<file path="src/rtl/encoder.sv">
// encoder: transmit-side USB4 line encoder.
// Packs lockstep lane 0/1 byte streams into 128b/132b (Gen3) or 64b/66b (Gen2)
// blocks with a shared sync header, or passes bytes straight through (Gen4).
module encoder #(
    parameter logic [1:0] GEN4      = 2'd0,
    parameter logic [1:0] GEN3      = 2'd1,
    parameter logic [1:0] GEN2      = 2'd2,
    parameter logic [3:0] HDR3_DATA = 4'b0101,
    parameter logic [3:0] HDR3_OS   = 4'b1010,
    parameter logic [1:0] HDR2_DATA = 2'b01,
    parameter logic [1:0] HDR2_OS   = 2'b10
) (
    input  logic         enc_clk,
    input  logic         rst,
    input  logic         enable_enc,
    input  logic [1:0]   gen_speed,
    input  logic         data_os,
    input  logic [7:0]   lane_0_tx,
    input  logic [7:0]   lane_1_tx,
    output logic [131:0] lane_0_tx_enc,
    output logic [131:0] lane_1_tx_enc,
    output logic         enc_valid
);

    logic [1:0]   gen_q;
    logic [3:0]   cnt;
    logic [3:0]   cnt_eff;
    logic [3:0]   cnt_max;
    logic         mode_ok;
    logic         accept;
    logic         last;
    logic         type_q;
    logic         type_eff;
    logic [7:0]   base;
    logic [131:0] pay0_q;
    logic [131:0] pay1_q;
    logic [131:0] pay0_nx;
    logic [131:0] pay1_nx;
    logic [131:0] blk0;
    logic [131:0] blk1;

    // Mode decode: block length, byte acceptance and effective byte position.
    // A gen_speed change restarts the block so the current byte becomes byte 0.
    always_comb begin
        mode_ok  = (gen_speed == GEN4) || (gen_speed == GEN3) || (gen_speed == GEN2);
        cnt_max  = '0;
        if (gen_speed == GEN3)
            cnt_max = 4'd15;
        else if (gen_speed == GEN2)
            cnt_max = 4'd7;
        accept   = enable_enc && mode_ok;
        cnt_eff  = (gen_speed != gen_q) ? '0 : cnt;
        last     = accept && (cnt_eff == cnt_max);
        type_eff = (cnt_eff == '0) ? data_os : type_q;
    end

    // Insert the current lane bytes into the payload at their header-offset slot.
    always_comb begin
        pay0_nx = pay0_q;
        pay1_nx = pay1_q;
        base    = {1'b0, cnt_eff, 3'b000} + ((gen_speed == GEN3) ? 8'd4 : 8'd2);
        if (gen_speed == GEN3 || gen_speed == GEN2) begin
            pay0_nx[base +: 8] = lane_0_tx;
            pay1_nx[base +: 8] = lane_1_tx;
        end
    end

    // Assemble the finished block for the active mode.
    always_comb begin
        blk0 = {124'b0, lane_0_tx};
        blk1 = {124'b0, lane_1_tx};
        if (gen_speed == GEN3) begin
            blk0 = {pay0_nx[131:4], type_eff ? HDR3_DATA : HDR3_OS};
            blk1 = {pay1_nx[131:4], type_eff ? HDR3_DATA : HDR3_OS};
        end else if (gen_speed == GEN2) begin
            blk0 = {66'b0, pay0_nx[65:2], type_eff ? HDR2_DATA : HDR2_OS};
            blk1 = {66'b0, pay1_nx[65:2], type_eff ? HDR2_DATA : HDR2_OS};
        end
    end

    // Counter, payload and output registers; a stall or mode change drops the partial block.
    always_ff @(posedge enc_clk) begin
        if (rst) begin
            gen_q         <= GEN4;
            cnt           <= '0;
            type_q        <= 1'b0;
            pay0_q        <= '0;
            pay1_q        <= '0;
            lane_0_tx_enc <= '0;
            lane_1_tx_enc <= '0;
            enc_valid     <= 1'b0;
        end else begin
            gen_q     <= gen_speed;
            enc_valid <= last;
            if (accept) begin
                pay0_q <= pay0_nx;
                pay1_q <= pay1_nx;
                if (cnt_eff == '0)
                    type_q <= data_os;
                cnt <= last ? '0 : cnt_eff + 4'd1;
            end else begin
                cnt <= '0;
            end
            if (last) begin
                lane_0_tx_enc <= blk0;
                lane_1_tx_enc <= blk1;
            end
        end
    end

endmodule

</file>
<file path="config.mk">
export PLATFORM = sky130hd
export DESIGN_NAME = encoder
export DESIGN_NICKNAME = d
export VERILOG_FILES = /design/src/rtl/encoder.sv
export SDC_FILE = /design/constraint.sdc
export NUM_CORES = 1
export LEC_CHECK = 0
export CAP_MARGIN = 0
export CORE_MARGIN = 5
export CORE_UTILIZATION = 49
export DETAILED_ROUTE_END_ITERATION = 8
export GPL_ROUTABILITY_DRIVEN = 0
export PLACE_DENSITY_LB_ADDON = 0.15
export REMOVE_ABC_BUFFERS = 1
export SYNTH_ARGS = -nofsm -noshare
export SYNTH_HDL_FRONTEND = slang
export SYNTH_SLANG_ARGS = --single-unit
</file>
<file path="constraint.sdc">
create_clock -name enc_clk -period 5 [get_ports enc_clk]
set_input_delay 1.25 -clock enc_clk [delete_from_list [all_inputs] [get_ports enc_clk]]
set_output_delay 1.25 -clock enc_clk [all_outputs]
set_load 0.02 [all_outputs]
</file>
After elaboration in Yosys (flattened, before gate mapping) --
Index checks and enable logic that the tools add are counted.
Cells by class: equality and inequality tests 4, reduce and logical (&&, ||, !) cells 9, $add $sub $neg 3, mux-type cells 15, bitwise logic cells 1, shift operators 3
Operators by type and width (count):
- 2-to-1 mux 132 bit | 4
- bitwise mux 132 bit | 2
- indexed part select 8 x 10 -> 132 bit | 2
- 2-to-1 mux 66 bit | 2
- variable shift 8 x 10 -> 132 bit (first input constant) | 1
- 2-to-1 mux 4 bit | 3
- negator 8 -> 10 bit | 1
- adder 7 x 3 -> 8 bit | 1
- 2-to-1 mux 3 bit | 2
- adder 4 x 1 -> 4 bit (second input constant) | 1
- equality test 4 bit | 1
- zero test 4 bit | 1
- logical OR 1 bit | 3
- OR reduction 3 bit | 1
- equality test 2 x 1 -> 1 bit (second input constant) | 1
- equality test 2 bit (second input constant) | 1
- logical AND 1 bit | 2
- zero test 2 bit | 1
- 2-to-1 mux 2 bit | 1
- inequality test 2 bit | 1
- AND reduction 2 bit | 1
- 2-to-1 mux 1 bit | 1
- inverter 1 bit | 1
Storage, ports and cells: register bits 536, input bits 22, output and inout bits 265, logic and storage cells 45

Logic depth before layout (Yosys ltp) --
Gate-level depths: netlist of run 1.
depth after elaboration 9, gate-level depth with buffers 18, depth with buffers taken out 11

Least setup slack after synthesis of run 1 --
No wires, ideal clock.
kind input -> register, from in gen_speed[1], to reg pay0_q[124], data required time 4.868 ns, data arrival time 5.035 ns, buffers on the path 6, library setup time 0.132 ns, path slack -0.167 ns, cell stages on the path 17, cell sequence xnor2_1 buf_2 nand3_1 inv_1 clkbuf_1 clkbuf_1 ha_1 and4b_1 a32oi_2 nor3b_4 o21ai_2 buf_6 buf_6 or4_1 clkbuf_1 nand2_1 a21oi_1
Between the ends: cells in the longest elaborated chain, start to end 7, elaborated cells between the ends (all ways) 16, those cells by class 2 x add/sub; 3 x eq/ne; 2 x shift; 4 x mux; 5 x reduce/logical
RTL lines:
- from (decl) | line 16 | input logic [1:0] gen_speed,
- equality test 2 x 1 -> 1 bit / inequality test 2 bit (equally long branches)
- 2-to-1 mux 3 bit / 2-to-1 mux 4 bit (equally long branches) | line 61, 52
- adder 7 x 3 -> 8 bit | line 61 | base = {1'b0, cnt_eff, 3'b000} + ((gen_speed == GEN3) ? 8'd4 : 8'd2);
- negator 8 -> 10 bit | line 63 | pay0_nx[base +: 8] = lane_0_tx;
- indexed part select 8 x 10 -> 132 bit / variable shift 8 x 10 -> 132 bit (equally long branches) | line 63
- bitwise mux 132 bit | line 63
- 2-to-1 mux 132 bit | line 62 | if (gen_speed == GEN3 || gen_speed == GEN2) begin
- to (signal assigned) | line 96 | pay0_q <= pay0_nx;
- to (decl) | line 35 | logic [131:0] pay0_q;
Parallel ways exist; a longest one is shown, timed or not. A chain may end at the register's enable or synchronous reset.

Worst setup path after layout of run 1 --
from in gen_speed[1], to reg lane_0_tx_enc[63]
Between the ends: cells in the longest elaborated chain, start to end 9, elaborated cells between the ends (all ways) 22, those cells by class 2 x add/sub; 4 x eq/ne; 2 x shift; 8 x mux; 6 x reduce/logical
RTL lines:
- equality test 2 x 1 -> 1 bit / inequality test 2 bit (equally long branches)
- 2-to-1 mux 3 bit / 2-to-1 mux 4 bit (equally long branches) | line 61, 52
- adder 7 x 3 -> 8 bit | line 61
- negator 8 -> 10 bit | line 63
- indexed part select 8 x 10 -> 132 bit / variable shift 8 x 10 -> 132 bit (equally long branches) | line 63
- bitwise mux 132 bit | line 63
- 2-to-1 mux 132 bit | line 62
- 2-to-1 mux 66 bit | line 75 | end else if (gen_speed == GEN2) begin
- 2-to-1 mux 132 bit | line 72 | if (gen_speed == GEN3) begin
- to (signal assigned) | line 105 | lane_0_tx_enc <= blk0;
- to (decl) | line 20 | output logic [131:0] lane_0_tx_enc,
Parallel ways exist; a longest one is shown, timed or not.

==> impl_metrics.py, run 1 <==
metrics = {
    "logic_synthesis": {
        "synth_seq_cells": 532,
        "synth-edff-count": 0,
        "ys.flop_type": "dfxtp_1",
        "ys_types": 72,
        "synth_warnings": 0,
        "synth_area_per_cell_um2": 9.34,
        "synth_seq_area_share_pct": 51.7,
        "ys_async_sr_fraction_pct": 0,
        "synthCells": 2206,
        "synth_area_mm2": 0.0206,
    },
    "layout": {
        "drive_gt1_share_pct": 10.0,
        "final_nets": 2547,
        "syn_to_final_growth_pct": 28.2,
        "final_common_cell": "dfxtp_1",
        "stdcell_count": 3093,
        "final.fill_count": 3466,
        "final_cell_mix": "dfxtp_1 (532), nand2_1 (290), clkdlybuf4s50_1 (285)",
        "design_area_mm2": 0.0264,
    },
    "floorplanning": {
        "dieArea_mm2": 0.0463,
        "initial_core_util_pct": 49.4,
        "io-pin-count": 287,
        "core_area_mm2": 0.0418,
        "num_rows": 75,
        "die_w_um": 215,
        "die_h_um": 215,
    },
    "detailed_routing": {
        "drtAntennaViolNets": 0,
        "first_pass_iters": 7,
        "vias_per_cell": 5.77,
        "drcViolationCount": 0,
        "wl_per_cell_um": 21.0,
        "vias": 17855,
        "wl_um": 65000,
        "drt_iter0_drc": 1694,
    },
    "pwr": {
        "ir_drop_uv": 242,
        "p_clk_share_pct": 45.8,
        "p_leak_nw": 10.4,
        "p_sw_mw": 1.99,
        "finalPower_mw": 8.75,
        "sw_frac_of_total_pct": 22.8,
        "power.density_mw_per_mm2": 331,
        "seq_power_share_pct": 48.8,
        "internal-power_mw": 6.76,
        "pwr-share-comb_pct": 5.4,
    },
    "global_route": {
        "grt_util_all_layers_pct": 26.7,
        "grt_overflow_total": 0,
        "grt_pass1_vias": 17197,
        "grt_pass1_wl_um": 99600,
        "grt_antenna_before_repair": 1,
        "grt_max_degree": 130,
    },
    "place": {
        "dp_hpwl_um": 45100,
        "numPortBuffers": 286,
        "placed_area_mm2": 0.0247,
        "place_inst": 2997,
    },
    "cts": {
        "post_cts_buffers": 0,
        "cts_root_buf": "clkbuf_16",
        "cts_tree": "yes",
        "htree_levels": 2,
        "holdBufCountCts": 0,
        "cts.clk_slew.worst_paths_ps": 60,
        "cts_max_path_buffers": 3,
        "numCtsBuffers": 53,
        "clk_latency_ps": 600,
        "post_cts_resized": 0,
        "clkSinkCount": 532,
    },
    "worst_setup_path": {
        "regToRegSetupSlack_ps": 1070,
        "cp.arrival_ps": 5290,
        "slowest_stage": "nor3_2",
        "max_stage_delay_ps": 950,
        "path_depth": 12,
        "worstSetupPathType": "input pin to flip-flop",
        "cp_max_fo": 12,
        "worst-path-buf-inv": 3,
        "cpLargestDelayFamily": "simple AND/OR/NAND/NOR gates",
        "cp.required_ps": 5520,
        "endpoint": "lane_0_tx_enc[63]",
        "r2r_cells": 11,
        "cp_common_cell": "buf_4",
        "end_kind": "flip-flop",
        "startpoint": "gen_speed[1]",
        "cp-start-kind": "input pin",
        "reg2reg_to": "lane_0_tx_enc[63]",
        "reg2reg_from": "gen_q[1]",
        "path_cells": "clkdlybuf4s50_1 > xnor2_1 > nand3_1 > ha_1 > buf_4 > or3_1 > a31oi_1 > nand2_1 > nor3_2 > buf_4 > nand4_1 > o211ai_1",
    },
    "sta": {
        "rsz0062_at_grt": "false",
        "max_freq_mhz": 210,
        "fin_crit_ps": 4770,
        "final_hold_viol_count": 0,
        "drv_slew": 0,
        "min_period_over_period_pct": 95.3,
        "setup_tns_ps": 0,
        "worst-slew-pin-transition_ps": 1230,
        "max_slew_margin_pct": 17.8,
        "whs_ps": 442,
        "setup_violations": 0,
        "skew_ps": 11.8,
    },
    "run": {
        "cap_violations": 0,
    },
    "min_path": {
        "min_path_cells": 2,
        "hp-class": "flip-flop to flip-flop",
        "min-delay-start": "lane_1_tx_enc[50]",
    },
    "status": {
        "run_status": "finished clean",
    },
}
area by class of cell:
cell class	count	area [um2]	share of cell area (%)
Sequential cell	532	10700	40.3
Multi-Input combinational cell	1488	9260	35.1
Timing Repair Buffer	424	4030	15.2
Clock buffer	80	1530	5.78
Tap cell	539	674	2.55
Clock inverter	15	229	0.866
Inverter	14	52.6	0.199
Antenna cell	1	2.50	0.00947
power groups by stage:
| stage | clock network, mW | registers (mW) | logic (mW) |
|---|---|---|---|
| 6_report | 4.00 | 4.27 | 0.474 |
| 5_1_grt | 4.25 | 4.27 | 0.499 |
| 4_1_cts | 4.07 | 4.27 | 0.463 |
| 3_5_place_dp | 0 | 4.36 | 0.462 |
| 3_3_place_gp | 0 | 4.36 | 0.457 |
| 2_1_floorplan | 0 | 4.37 | 0.200 |
cells in the mapped netlist, types with 5 or more instances:
cell	number	area share, %
ha_1	12	0.73
a22o_1	175	7.4
a211oi_1	9	0.33
inv_1	10	0.18
mux2i_1	204	9.9
dfxtp_1	532	52
a31oi_1	6	0.18
o31ai_1	5	0.18
clkbuf_1	133	2.4
nand2_1	290	5.3
or3_1	17	0.52
nand3_1	56	1.4
or4_1	10	0.36
nor4_2	6	0.36
nor4_1	31	0.94
nand4_1	11	0.33
buf_2	26	0.63
o21ai_0	89	2.2
and3_1	10	0.30
a21oi_1	150	3.6
nor3_1	44	1.1
buf_1	8	0.15
nor2_1	238	4.3
o211ai_1	10	0.36
nor2b_1	7	0.21
nand2b_1	19	0.58
routing by layer:
metal | wire [um] | vias up | GRT usage (%)
li1 | - | 8427 | -
met1 | 28900 | 8530 | 36.4
met2 | 28800 | 723 | 42.0
met3 | 4910 | 173 | 5.92
met4 | 2460 | 2 | 9.88
met5 | 11 | - | 0
worst min path at each step:
stage,slack [ps],end
after floorplan,430,pay1_q[131]
after global placement,430,lane_1_tx_enc[50]
after detailed placement,440,lane_1_tx_enc[50]
after CTS,440,lane_1_tx_enc[50]
after global routing,470,pay1_q[75]
final,440,lane_1_tx_enc[50]
flip-flops by register name (all words and copies together), names as in the netlist:
| signal | cells |
|---|---|
| lane_0_tx_enc | 132 |
| pay0_q | 130 |
| enc_valid | 1 |
| pay1_q | 130 |
| lane_1_tx_enc | 132 |
| gen_q | 2 |
| type_q | 1 |
| cnt | 4 |
logic make-up after synthesis:
| kind of cell | count (synthesis) | share of synthesized area [%] |
|---|---|---|
| muxes | 205 | 9.96 |
| adders and majority gates | 12 | 0.728 |
| DFF | 532 | 51.7 |
| AOI/OAI and AO/OA | 495 | 16.4 |
| xor gates and xnor gates | 8 | 0.376 |
| buffers and inverters | 186 | 3.67 |
| and+or+nand+nor | 768 | 17.2 |
worst reg2reg max path, cell delays in order, from the launching register on:
cell	delay, ps
dfxtp_1	330
xnor2_1	430
nand3_1	240
ha_1	420
buf_4	170
or3_1	410
a31oi_1	270
nand2_1	130
nor3_2	950
buf_4	260
nand4_1	100
o211ai_1	130
through the flow:
stage | setup WS, ps | utilization (%)
detailed placement | -285 | 59.1
floorplan | -6640 | -
finish | 234 | 63.3
global placement | -115 | 59.1
CTS | 356 | 63.3
global route | 8.81 | 63.3
Note: power is estimated with default switching activity, not from simulation.
==> inputs of run 2 (changes only) <==
- ABC_CLOCK_PERIOD_IN_PS: unset -> 5000
- CORE_UTILIZATION: 49 -> 51
- CTS_BUF_LIST: unset -> sky130_fd_sc_hd__clkbuf_8
- SETUP_SLACK_MARGIN: unset -> 0.02
==> impl_metrics.py, run 2 (synthesis results as in run 1) <==
metrics = {
    "cts": {
        "post_cts_resized": 0,
        "post_cts_buffers": 0,
        "clk_latency_ps": 640,
        "htree_levels": 3,
        "cts_tree": "yes",
        "numCtsBuffers": 83,
        "cts_root_buf": "clkbuf_8",
        "clkSinkCount": 532,
        "cts_max_path_buffers": 3,
        "cts.clk_slew.worst_paths_ps": 60,
        "holdBufCountCts": 0,
    },
    "pwr": {
        "ir_drop_uv": 210,
        "p_leak_nw": 10.4,
        "finalPower_mw": 8.20,
        "power.density_mw_per_mm2": 313,
    },
    "worst_setup_path": {
        "end_kind": "flip-flop",
        "cp.required_ps": 5460,
        "cp-start-kind": "input pin",
        "cp_max_fo": 12,
        "regToRegSetupSlack_ps": 1170,
        "cp.arrival_ps": 5080,
        "r2r_cells": 12,
        "worstSetupPathType": "input pin to flip-flop",
        "reg2reg_to": "pay0_q[124]",
        "reg2reg_from": "gen_q[1]",
        "endpoint": "pay0_q[124]",
        "startpoint": "gen_speed[1]",
    },
    "layout": {
        "final_nets": 2561,
        "final_cell_mix": "dfxtp_1 (532), nand2_1 (290), clkdlybuf4s50_1 (285)",
        "reg_top3": "lane_0_tx_enc x132, lane_1_tx_enc x132",
        "syn_to_final_growth_pct": 26.9,
        "final_common_cell": "dfxtp_1",
        "drive_gt1_share_pct": 10.5,
    },
    "run": {
        "cap_violations": 0,
    },
    "floorplanning": {
        "num_rows": 73,
        "core_area_mm2": 0.0398,
        "dieArea_mm2": 0.0445,
        "initial_core_util_pct": 51.8,
        "die_h_um": 211,
        "io-pin-count": 287,
        "die_w_um": 211,
    },
    "global_route": {
        "grt_pass1_wl_um": 98800,
        "grt_util_all_layers_pct": 27.6,
        "grt_overflow_total": 0,
        "grt_max_degree": 205,
        "grt_antenna_before_repair": 0,
        "grt_pass1_vias": 17551,
    },
    "min_path": {
        "hp-class": "flip-flop to flip-flop",
    },
    "sta": {
        "drv_slew": 0,
        "min_period_over_period_pct": 92.4,
        "fin_crit_ps": 4620,
        "skew_ps": 29.9,
        "max_slew_margin_pct": 23.8,
        "fin_ws_ps": 380,
        "worst-slew-pin-transition_ps": 1130,
        "final_hold_viol_count": 0,
        "rsz0062_at_grt": "false",
        "max_freq_mhz": 216,
        "setup_violations": 0,
    },
    "detailed_routing": {
        "drtAntennaViolNets": 0,
        "drcViolationCount": 0,
        "wl_per_cell_um": 20.8,
        "first_pass_iters": 7,
        "vias_per_cell": 5.79,
        "wl_um": 64500,
        "vias": 17986,
        "drt_iter0_drc": 1478,
    },
    "status": {
        "run_status": "finished clean",
    },
    "place": {
        "numPortBuffers": 286,
        "place_ws_ps": -220,
        "dp_hpwl_um": 44300,
    },
}
[run 2: through the flow]
step	std cells	utilization, %	hold WS (ps)	TNS, ps	area, um2
finish	3105	65.7	440	0	26100
global route	3103	65.6	468	0	26100
CTS	3103	65.6	440	0	26100
detailed placement	2967	61.8	434	-10120	24600
global placement	2967	61.8	427	0	24600
floorplan	2034	-	425	-1682000	19900
[run 2: cell type report]
| type | count | area, um2 |
|---|---|---|
| antenna | 2 | 5.00 |
| clock buffer | 97 | 1340 |
| clock inverter | 39 | 199 |
| fill | 3329 | 13700 |
| inverter | 14 | 52.6 |
| multi-input combinational | 1488 | 9260 |
| sequential | 532 | 10700 |
| tap | 525 | 657 |
| timing repair buffer | 408 | 3980 |
[run 2: how the worst min path moves through the flow]
stage	start	to	slack, ps	cells after the start
floorplan	pay1_q[131]	pay1_q[131]	430	2
global placement	lane_1_tx_enc[50]	lane_1_tx_enc[50]	430	2
detailed placement	lane_1_tx_enc[50]	lane_1_tx_enc[50]	430	2
CTS	pay0_q[106]	lane_0_tx_enc[106]	440	1
global route	pay1_q[60]	pay1_q[60]	470	2
finish	lane_1_tx_enc[50]	lane_1_tx_enc[50]	440	2
[run 2: where the power goes]
part           switching (mW)  internal, mW  total (mW)
sequential             0.0148          4.26        4.27
clock                    1.66          1.80        3.46
combinational           0.337         0.133       0.469
[run 2: routing by layer]
metal	global-route usage [%]	part of all wire, %
met5	0	0
met4	12.1	3.8
met2	42.8	44
met1	37.5	43
met3	5.94	8.4
[run 2: critical path, cell delays in order]
cell and delay [ps]:
clkdlybuf4s50_1 480, xnor2_1 410, nand3_1 250, inv_1 150, ha_1 300, and4b_1 250
a32oi_2 280, nor3b_4 300, o21ai_4 200, buf_4 210, or4_1 770, nand2_1 160
a21oi_1 80
==> inputs of run 3 (changes only) <==
- SKIP_CTS_REPAIR_TIMING: unset -> 1
==> results of run 3 <==
Same layout as run 2: the final DEF is identical, and so are final timing and power.
==> variant: new RTL, config.mk and constraints of run 3 <==
Put one more register stage on the output `lane_0_tx_enc`, with the module's reset. The value now appears one clock later. The other outputs are not delayed to match.
--- a/src/rtl/encoder.sv
+++ b/src/rtl/encoder.sv
@@ -21,6 +21,8 @@
     output logic [131:0] lane_1_tx_enc,
     output logic         enc_valid
 );
+
+    logic [131:0] lane_0_tx_enc_s0;
 
     logic [1:0]   gen_q;
     logic [3:0]   cnt;
@@ -86,7 +88,7 @@
             type_q        <= 1'b0;
             pay0_q        <= '0;
             pay1_q        <= '0;
-            lane_0_tx_enc <= '0;
+            lane_0_tx_enc_s0 <= '0;
             lane_1_tx_enc <= '0;
             enc_valid     <= 1'b0;
         end else begin
@@ -102,11 +104,19 @@
                 cnt <= '0;
             end
             if (last) begin
-                lane_0_tx_enc <= blk0;
+                lane_0_tx_enc_s0 <= blk0;
                 lane_1_tx_enc <= blk1;
             end
         end
     end
 
+    always_ff @(posedge enc_clk) begin
+        if (rst) begin
+            lane_0_tx_enc <= '0;
+        end else begin
+            lane_0_tx_enc <= lane_0_tx_enc_s0;
+        end
+    end
+
 endmodule
 
Function: not settled (the Yosys comparison gave no result); the edit may change what the design does.
==> variant against run 3 <==
- routed wire length rose by 7.9%
- power rose by 29%
- sequential cell count rose by 132
- clock skew fell by 0.012 ns
- first-iteration DRC count rose by 5.4%
- cell area rose by 14%
- core utilization fell by 0.33 points
- worst hold slack improved by 0.0098 ns
- global-route usage fell by 0.97 points
- synthesized cell count rose by 6.3%
- register-to-register slack improved by 0.02 ns
- final cell count rose by 7.8%
- worst setup slack improved by 0.14 ns
- area after synthesis rose by 15%
- largest cell class unchanged
- highest routed layer is now met5
==> variant: results (changes against run 3) <==
Max transition margin 20.0% (-3.8 points); Largest regs lane_0_tx_enc x132, lane_0_tx_enc_s0 x132, lane_1_tx_enc x132; Detailed Routing Iterations Pass 1 8 (+1); GRT Total Usage 26.7% (-0.97 points); status finished, final reports clean; Post-DP Area 27500 µm² (+12%); Max stage delay on crit path 0.54 ns (-0.23 ns); Post-Synth Adder-Cell Area 0.636% (-0.093 points); pre-CTS setup slack -0.0352 ns (+0.185 ns); worst vdd ir 0.309 mV (+47%); Synth Area in XOR/XNOR 0.456% (+0.079 points); share of cells above drive strength 1 11.9% (+1.4 points); ranking of synthesized cells by area dfxtp_1 56%, a22o_1 7.7%, mux2i_1 7.2%, nand2_1 3.8%, nor2_1 3.8%; Clk Latency, worst-skew pair 0.71 ns (+0.07 ns); FILL cells 3746 (+13%); synthesized netlist cell count 2344 (+6.3%); mean routed wirelength per cell 20.8 µm (about the same); Final Skew 0.0183 ns (-0.0116 ns); switching pwr 2.47 mW (+23%); first-pass GRT wire length 107000 µm (+8.3%); RR Startpoint cnt[2]; hpwl dp 46600 µm (+5.0%); post-synthesis mux area share 7.21% (-2.8 points); Top delay family on crit path buffers and inverters; post-synthesis cell type count 68 (-5.6%); arrival time at the worst endpoint 5.06 ns (-0.02 ns); Starting DRT DRC Count 1558 (+5.4%); placed cell count 3157 (+6.4%); most instantiated cells after synthesis 664 x dfxtp_1, 239 x nand2_1, 239 x nor2_1, 208 x a22o_1, 169 x mux2i_1; Area Overhead vs Synth 26.0%; register area share after synthesis 56.3% (+4.6 points); largest net degree at the start of global routing 97 (-53%); vias in the first global route 18700 (+6.4%); slowest CP cell clkdlybuf4s50_1; Synth Area in Compound Gates 14.2% (-2.3 points); Worst Path Max Fanout 15 (+3)
==> variant: cell count changes in the layout (fill, tap and decap cells not counted), sizes merged, moves of 13 or more <==
cell	run 3	this run
o21ai	93	80
mux2i	204	169
nor2b	7	138
dfxtp	532	664
nand2	290	240
clkbuf	98	143
a31o	2	22
a22o	175	208
nor3	47	30
nand3	57	80
a21oi	150	83
and3	10	30
buf	122	105
==> variant: area by class of cell <==
class	instances	share of cell area (%)
antenna	3	0.0252
timing repair buffer	390	12.7
clock inverter	45	0.983
sequential	664	44.6
clock buffer	143	6.61
tap	600	2.52
multi-input combinational	1490	32.4
inverter	13	0.164
==> variant: power by group through the flow <==
stage                     Combinational (mW)  Sequential (mW)  Clock (mW)
after detailed placement               0.461             5.44           0
after global placement                 0.453             5.44           0
after CTS                              0.463             5.33        4.89
after global routing                   0.496             5.33        5.15
final                                  0.469             5.33        4.80
after floorplan                        0.196             5.45           0
==> variant: path summary, 6_finish.rpt <==
path / to / slack (ns) / depth (start not counted)
setup reg to reg: lane_1_tx_enc[127] / 1.19 / 12
hold reg to reg: lane_0_tx_enc_s0[0] / 0.45 / 2
hold / removal: lane_0_tx_enc_s0[0] / 0.45 / 2
setup / recovery: lane_1_tx_enc[127] / 0.52 / 14
==> variant: worst min-delay path, delay by kind of cell (launching register included) <==
| kind | cells | cell delay (ns) |
|---|---|---|
| AO/OA/AOI/OAI | 1 | 0.05 |
| flip-flops | 1 | 0.30 |
| AND/OR/NAND/NOR | 1 | 0.05 |
==> variant: layer usage <==
metal,share of wire (%),GRT usage (%)
met5,0.010,0
met4,3.6,10.1
met3,7.2,6.46
met2,47,43.4
met1,43,34.6
